==> config.mk <==
export PLATFORM = sky130hd
export DESIGN_NAME = zuma_stream_config_loader
export DESIGN_NICKNAME = d
export VERILOG_FILES = /design/src/rtl/zuma_stream_config_loader.sv
export SDC_FILE = /design/constraint.sdc
export NUM_CORES = 1
export LEC_CHECK = 0
export CAP_MARGIN = 5
export CORE_MARGIN = 2
export CORE_UTILIZATION = 25
export DETAILED_ROUTE_END_ITERATION = 6
export GPL_TIMING_DRIVEN = 0
export PLACE_DENSITY_LB_ADDON = 0.12
export REMOVE_ABC_BUFFERS = 1
export SLEW_MARGIN = 15
export SYNTH_ARGS = -nofsm -noshare
export SYNTH_HDL_FRONTEND = slang
export SYNTH_SLANG_ARGS = --single-unit
==> constraint.sdc <==
create_clock -name clk -period 1.9 [get_ports clk]
set_input_delay 0.285 -clock clk [delete_from_list [all_inputs] [get_ports clk]]
set_output_delay 0.285 -clock clk [all_outputs]
set_load 0.05 [all_outputs]
==> src/rtl/zuma_stream_config_loader.sv <==
// zuma_stream_config_loader
// Streams bitstream words from a valid/ready source into the ZUMA overlay
// config port, then pulses ffrst to reset the overlay flip-flops and reports
// done. A new start from RUN reloads the overlay at run time.
//
// Build option: define ZUMA_CFG_BITREV_EN to bit-reverse each word on its way
// to config_data, for stored bitstreams kept in the opposite bit order.
//
// state  | meaning
// IDLE   | after reset, waiting for start
// LOAD   | accepting words, one config strobe per accepted word
// VRESET | last word written, ffrst held for RESET_CYCLES cycles
// RUN    | overlay configured and released; start reloads
module zuma_stream_config_loader #(
  parameter int LUT_SIZE     = 6,
  parameter int NUM_STAGES   = 4,
  parameter int CONFIG_WIDTH = 32,
  parameter int ADDR_WIDTH   = 32,
  parameter int RESET_CYCLES = 1
) (
  input  logic                    clk,
  input  logic                    reset_n,
  input  logic                    start,
  input  logic [CONFIG_WIDTH-1:0] s_data,
  input  logic                    s_valid,
  output logic                    s_ready,
  output logic [CONFIG_WIDTH-1:0] config_data,
  output logic [ADDR_WIDTH-1:0]   config_addr,
  output logic                    config_en,
  output logic                    ffrst,
  output logic                    busy,
  output logic                    done,
  output logic [ADDR_WIDTH-1:0]   progress
);

  localparam int N = (2 ** LUT_SIZE) * NUM_STAGES;
  localparam logic [ADDR_WIDTH-1:0] LAST_ADDR = ADDR_WIDTH'(N - 1);
  localparam int TW = (RESET_CYCLES > 1) ? $clog2(RESET_CYCLES) : 1;
  localparam logic [TW-1:0] TIMER_LOAD = TW'(RESET_CYCLES - 1);

  typedef enum logic [1:0] {
    IDLE   = 2'd0,
    LOAD   = 2'd1,
    VRESET = 2'd2,
    RUN    = 2'd3
  } state_t;

  state_t                  state, state_nxt;
  logic [ADDR_WIDTH-1:0]   counter;
  logic [TW-1:0]           timer;
  logic                    beat;
  logic                    start_ok;
  logic [CONFIG_WIDTH-1:0] word_in;

  assign beat     = s_valid & s_ready;
  assign progress = counter;

`ifdef ZUMA_CFG_BITREV_EN
  // Mirror the incoming word so bit 0 of the stream lands on the overlay MSB.
  always_comb begin
    word_in = '0;
    for (int i = 0; i < CONFIG_WIDTH; i++) begin
      word_in[CONFIG_WIDTH-1-i] = s_data[i];
    end
  end
`else
  assign word_in = s_data;
`endif

  // State register.
  always_ff @(posedge clk or negedge reset_n) begin
    if (!reset_n) begin
      state <= IDLE;
    end else begin
      state <= state_nxt;
    end
  end

  // Next-state and state-decoded outputs; start is only honoured when not loading.
  always_comb begin
    state_nxt = state;
    s_ready   = 1'b0;
    ffrst     = 1'b0;
    busy      = 1'b0;
    done      = 1'b0;
    start_ok  = 1'b0;
    case (state)
      IDLE: begin
        if (start) begin
          start_ok  = 1'b1;
          state_nxt = LOAD;
        end
      end
      LOAD: begin
        s_ready = 1'b1;
        busy    = 1'b1;
        if (s_valid && (counter == LAST_ADDR)) begin
          state_nxt = VRESET;
        end
      end
      VRESET: begin
        ffrst = 1'b1;
        busy  = 1'b1;
        if (timer == '0) begin
          state_nxt = RUN;
        end
      end
      RUN: begin
        done = 1'b1;
        if (start) begin
          start_ok  = 1'b1;
          state_nxt = LOAD;
        end
      end
      default: state_nxt = IDLE;
    endcase
  end

  // Flip-flop reset timer: preloaded outside VRESET, counts down inside it.
  always_ff @(posedge clk or negedge reset_n) begin
    if (!reset_n) begin
      timer <= TIMER_LOAD;
    end else if (state != VRESET) begin
      timer <= TIMER_LOAD;
    end else if (timer != '0) begin
      timer <= timer - TW'(1);
    end
  end

  // Config port registers and word counter; addr/data hold between beats.
  always_ff @(posedge clk or negedge reset_n) begin
    if (!reset_n) begin
      config_data <= '0;
      config_addr <= '0;
      config_en   <= 1'b0;
      counter     <= '0;
    end else begin
      config_en <= beat;
      if (beat) begin
        config_data <= word_in;
        config_addr <= counter;
        counter     <= counter + ADDR_WIDTH'(1);
      end
      if (start_ok) begin
        counter <= '0;
      end
    end
  end

endmodule
## Yosys cells after proc, flatten, opt, wreduce, memory -nomap -nowiden

Index checks and enable logic that the tools add are counted.
W data, S select, Z words.

- Register bits: 100
- Input port bits: 36
- Output and inout port bits: 101
- Word-level logic and storage cells: 37

- $add $sub $neg: 2
- Equality and inequality tests: 8
- Muxes and demuxes: 14
- Bitwise logic cells: 1
- Reductions and logical operators: 6

Operators by type and width:

| kind | count |
|---|---|
| $mux W32 | 2 |
| $add A32 B1 Y32 const B | 1 |
| $eq A32 B8 Y1 const B | 1 |
| $mux W1 | 8 |
| $mux W2 | 3 |
| $ne A2 B2 Y1 const B | 3 |
| $pmux W2 S3 | 1 |
| $eq A2 B2 Y1 const B | 2 |
| $reduce_or A2 Y1 | 2 |
| $reduce_and A3 Y1 | 1 |
| $eq A2 B1 Y1 const B | 1 |
| $logic_not A2 Y1 | 1 |
| $ne A2 B1 Y1 const B | 1 |
| $reduce_bool A2 Y1 | 1 |
| $and A1 B1 Y1 | 1 |
| $logic_and A1 B1 Y1 | 1 |
| $sub A1 B1 Y1 const B | 1 |

## Logic depth before layout (Yosys ltp)

- Depth after elaboration: 5
- Mapped depth: 8
- Depth with buffers taken out: 7

## Worst setup path after synthesis

No wires, ideal clock.

- Path kind: flip-flop to flip-flop
- Start: register state[1]
- End: register counter[27], in the netlist progress[27]
- Library setup time: 0.078 ns
- Data arrival time: 2.240 ns
- Slack: -0.418 ns
- Cell stages (with the launch flop): 9
- Path buffers: 2
- Clock period less this slack: 2.318 ns
- Cell sequence: dfrtp_1 > inv_1 > ha_1 > buf_6 > and4_4 > nand4_4 > buf_6 > or4_1 > a21oi_1

- Longest elaborated chain between the ends: 4
- Elaborated cells on any way between the ends: 9
- Classes of those cells: 2 x eq/ne; 3 x mux; 1 x bitwise; 3 x reduce/logical

RTL lines:

| item | line | source |
|---|---|---|
| from (decl) | 48 | `state_t state, state_nxt;` |
| from (signal assigned) | 75 | `state <= state_nxt;` |
| $eq A2 B1 Y1 | 87 | `case (state)` |
| $mux W1 | 87 |  |
| named net s_ready | 26 | `output logic s_ready,` |
| $and A1 B1 Y1 | 55 | `assign beat = s_valid & s_ready;` |
| $reduce_bool A2 Y1 (no line) | n/a |  |
| to (signal assigned) | 142 | `counter <= counter + ADDR_WIDTH'(1);` |
| to (decl) | 49 | `logic [ADDR_WIDTH-1:0] counter;` |

The timed path passes the listed nets, and every way through them passes these cells.
A chain may end at the register's enable or synchronous reset.

## Worst setup path after layout

- Start: input s_valid
- End: register state[1]

- Longest elaborated chain between the ends: 3

RTL lines:

| item | line | source |
|---|---|---|
| from (decl) | 25 | `input logic s_valid,` |
| $logic_and A1 B1 Y1 | 97 | `if (s_valid && (counter == LAST_ADDR)) begin` |
| $ne A2 B2 Y1 (no line) | n/a |  |
| $reduce_and A3 Y1 (no line) | n/a |  |

No other way between the ends.

==> impl_metrics.yaml <==
run_status:
  outcome: "complete, no violations"
power:
  power.total_w: 0.008447
  p_per_area_nw_per_um2: 1300
  power.leakage_nw: 2.951
  peakVddDrop_uv: 886.2
worst_setup_path:
  endpoint_kind: "flop"
  crit_required_ns: 2.13
  r2r_end: "state[1]$_DFFE_PN0P_"
  worstSetupPathType: "input port to flop"
  reg2reg_from: "progress[15]$_DFFE_PN0P_"
  arrival_ns: 2.06
  rr_worst_depth: 4
  crit_fanout: 5
  rrSetupSlack_ns: 0.07
  cp-start-kind: "input port"
clock_network:
  cts_made_buffers: 9
  cts_tree: "built"
  clockBufferDepth: 2
  cts_sinks: 99
  root_buffer: "clkbuf_16"
  htree_num_levels: 3
  clock_latency_ns: 0.35
  clk_pin_slew_worst_paths_ns: 0.07
timing:
  grt_setup_unrepaired: "yes"
  worst_slack_ns: 0.06747
  fmax_mhz: 545.7
  hold_viol_final: 0
  period_share_pct: 96.45
  tns_ns: 0
  worstMarginPinSlew_ns: 0.5507
  drv_slew: 0
  min_period_ns: 1.833
  slew_headroom_pct: 63.17
  finClkSkew_ns: 0.009858
  setup_viol: 0
place:
  hpwl_mm: 7.789
  pre_cts_ws_ns: -0.9324
  place.port_buffers: 136
  dpl_cell_area_um2: 5987
  globalplace.congestion: 0.7710
synth:
  avgSynthCellArea_um2: 12.49
  syn_area_um2: 4384
  async_flop_share_pct: 100.0
  synth-seq-cells: 99
  synth-edff-count: 0
  postSynthCellCount: 351
  yosysSeqAreaShare_pct: 56.51
  ys_warn_count: 0
  yosysUniqueCellTypes: 43
  synth_top_flop_cell: "dfrtp_1"
route:
  wl_per_cell_um: 16.63
  vias: 3380
  top_layer: "met4"
  drc_errors: 0
  antenna_left: 0
  drt-initial-drc-count: 141
  dr.pass1.iters: 4
  drt-met1-wl_mm: 5.136
  postRouteWirelength_mm: 12.12
  wl_met3_mm: 1.276
  drt-vias-per-instance: 4.636
  met2_wirelength_mm: 5.624
finish:
  num_antenna_cells: 0
  layout-drive-gt1-share_pct: 25.60
  final_cell_mix: "clkdlybuf4s50_1, dfrtp_1, mux2_2"
  syn_to_final_growth_pct: 48.20
  final_common_cell: "clkdlybuf4s50_1"
  nNetsFinal: 540
  fin_area_um2: 6497
  nFillCells: 1693
  seq_area_um2: 2487
  multiInputGateArea_um2: 1898
worst_hold_path:
  hp-class: "input port to asynchronous set/reset pin"
die:
  core_um2: 17240
  start_util_pct: 25.44
  die_x_um: 136.4
  die-area_um2: 18610
  ios: 137
  rows: 48
  die_y_um: 136.4
global_route:
  first_global_vias: 3394
  antenna_found_initial: 0
  grt_overflow: 0
  grt_start_max_net_pins: 64
  grt_pass1_wl_mm: 18.98
  track_usage_pct: 13.39
run:
  maxCapViolations: 0
report_power, final:
group / leakage [nW] / internal (W) / switching, W
registers: 1.29 / 0.00253 / 0.000241
clock network: 0.135 / 0.000957 / 0.000813
logic: 1.52 / 0.00142 / 0.00249
repair_timing:
item	CTS	global route
resized for setup	66	15
endpoints found under the hold margin	36	0
setup endpoints to repair	119	51
pin swaps	2	3
hold buffers	1	0
gates cloned	1	2
setup buffers	5	8
registers in the layout, summed over array words and instances, names as in the netlist:
name and cells:
config_data 32, config_en 1, state 2, config_addr 32, progress 32
stage by stage:
stage	utilization (%)	instances	hold WS, ns
finish	37.70	729	0.4142
detailed placement	34.73	696	0.2194
global route	37.70	729	0.4380
CTS	36.94	719	0.4157
floorplan	-	333	-0.01059
global placement	34.39	694	0.4778
Yosys cell counts (6+ instances only):
master,instances,area (µm²)
nor4_1,9,56.30
o21ai_0,9,45.04
nand4_1,11,68.82
dfrtp_1,99,2477
nand3_1,9,45.04
clkbuf_1,8,30.03
nand2_1,21,78.83
xor2_1,8,70.07
buf_2,7,35.03
nor2_1,14,52.55
mux2_2,62,698.2
nand2b_1,9,56.30
or3_1,6,37.54
a21oi_1,12,60.06
routing by layer:
metal,track usage (%),up-vias
met2,20.66,122
met3,7.159,5
met1,16.45,1661
met5,0,-
met4,3.183,0
li1,-,1592
logic make-up (layout without fill, tap and decap cells):
logic type               Yosys count  in the layout  share of synthesized area (%)
adder cells (fa/ha/maj)            5              5                          1.427
AO/OA/AOI/OAI                     39             39                          5.822
flip-flops                        99             99                          56.51
buffers and inverters             24            175                          2.768
XOR/XNOR                          10             10                          1.998
multiplexers                      67             67                          17.07
AND/OR/NAND/NOR                  107            109                          14.41
worst max path at each step:
stage                              from                           to  depth (start not counted)
3_3_place_gp                    reset_n   config_data[0]$_DFFE_PN0P_                          1
5_1_grt        progress[14]$_DFFE_PN0P_         state[1]$_DFFE_PN0P_                          4
6_report                        s_valid         state[1]$_DFFE_PN0P_                          5
3_5_place_dp       state[1]$_DFFE_PN0P_  config_data[25]$_DFFE_PN0P_                          6
2_1_floorplan      state[1]$_DFFE_PN0P_   config_data[0]$_DFFE_PN0P_                          5
4_1_cts         progress[8]$_DFFE_PN0P_         state[1]$_DFFE_PN0P_                          4
worst max-delay path: stages:
cell and delay, ns:
clkdlybuf4s50_1 0.62, and4_4 0.32, nand4_1 0.18, or2_2 0.34, a221o_1 0.32
cell type report:
class                   count  area share (%)
inverters                   6          0.7510
multi-input cells         230           29.21
well taps                 225           4.333
clock inverters             4          0.3851
clock buffers              12           3.948
repair buffers            153           23.09
flip-flops and latches     99           38.28
Power figures use the tool's default switching activity.
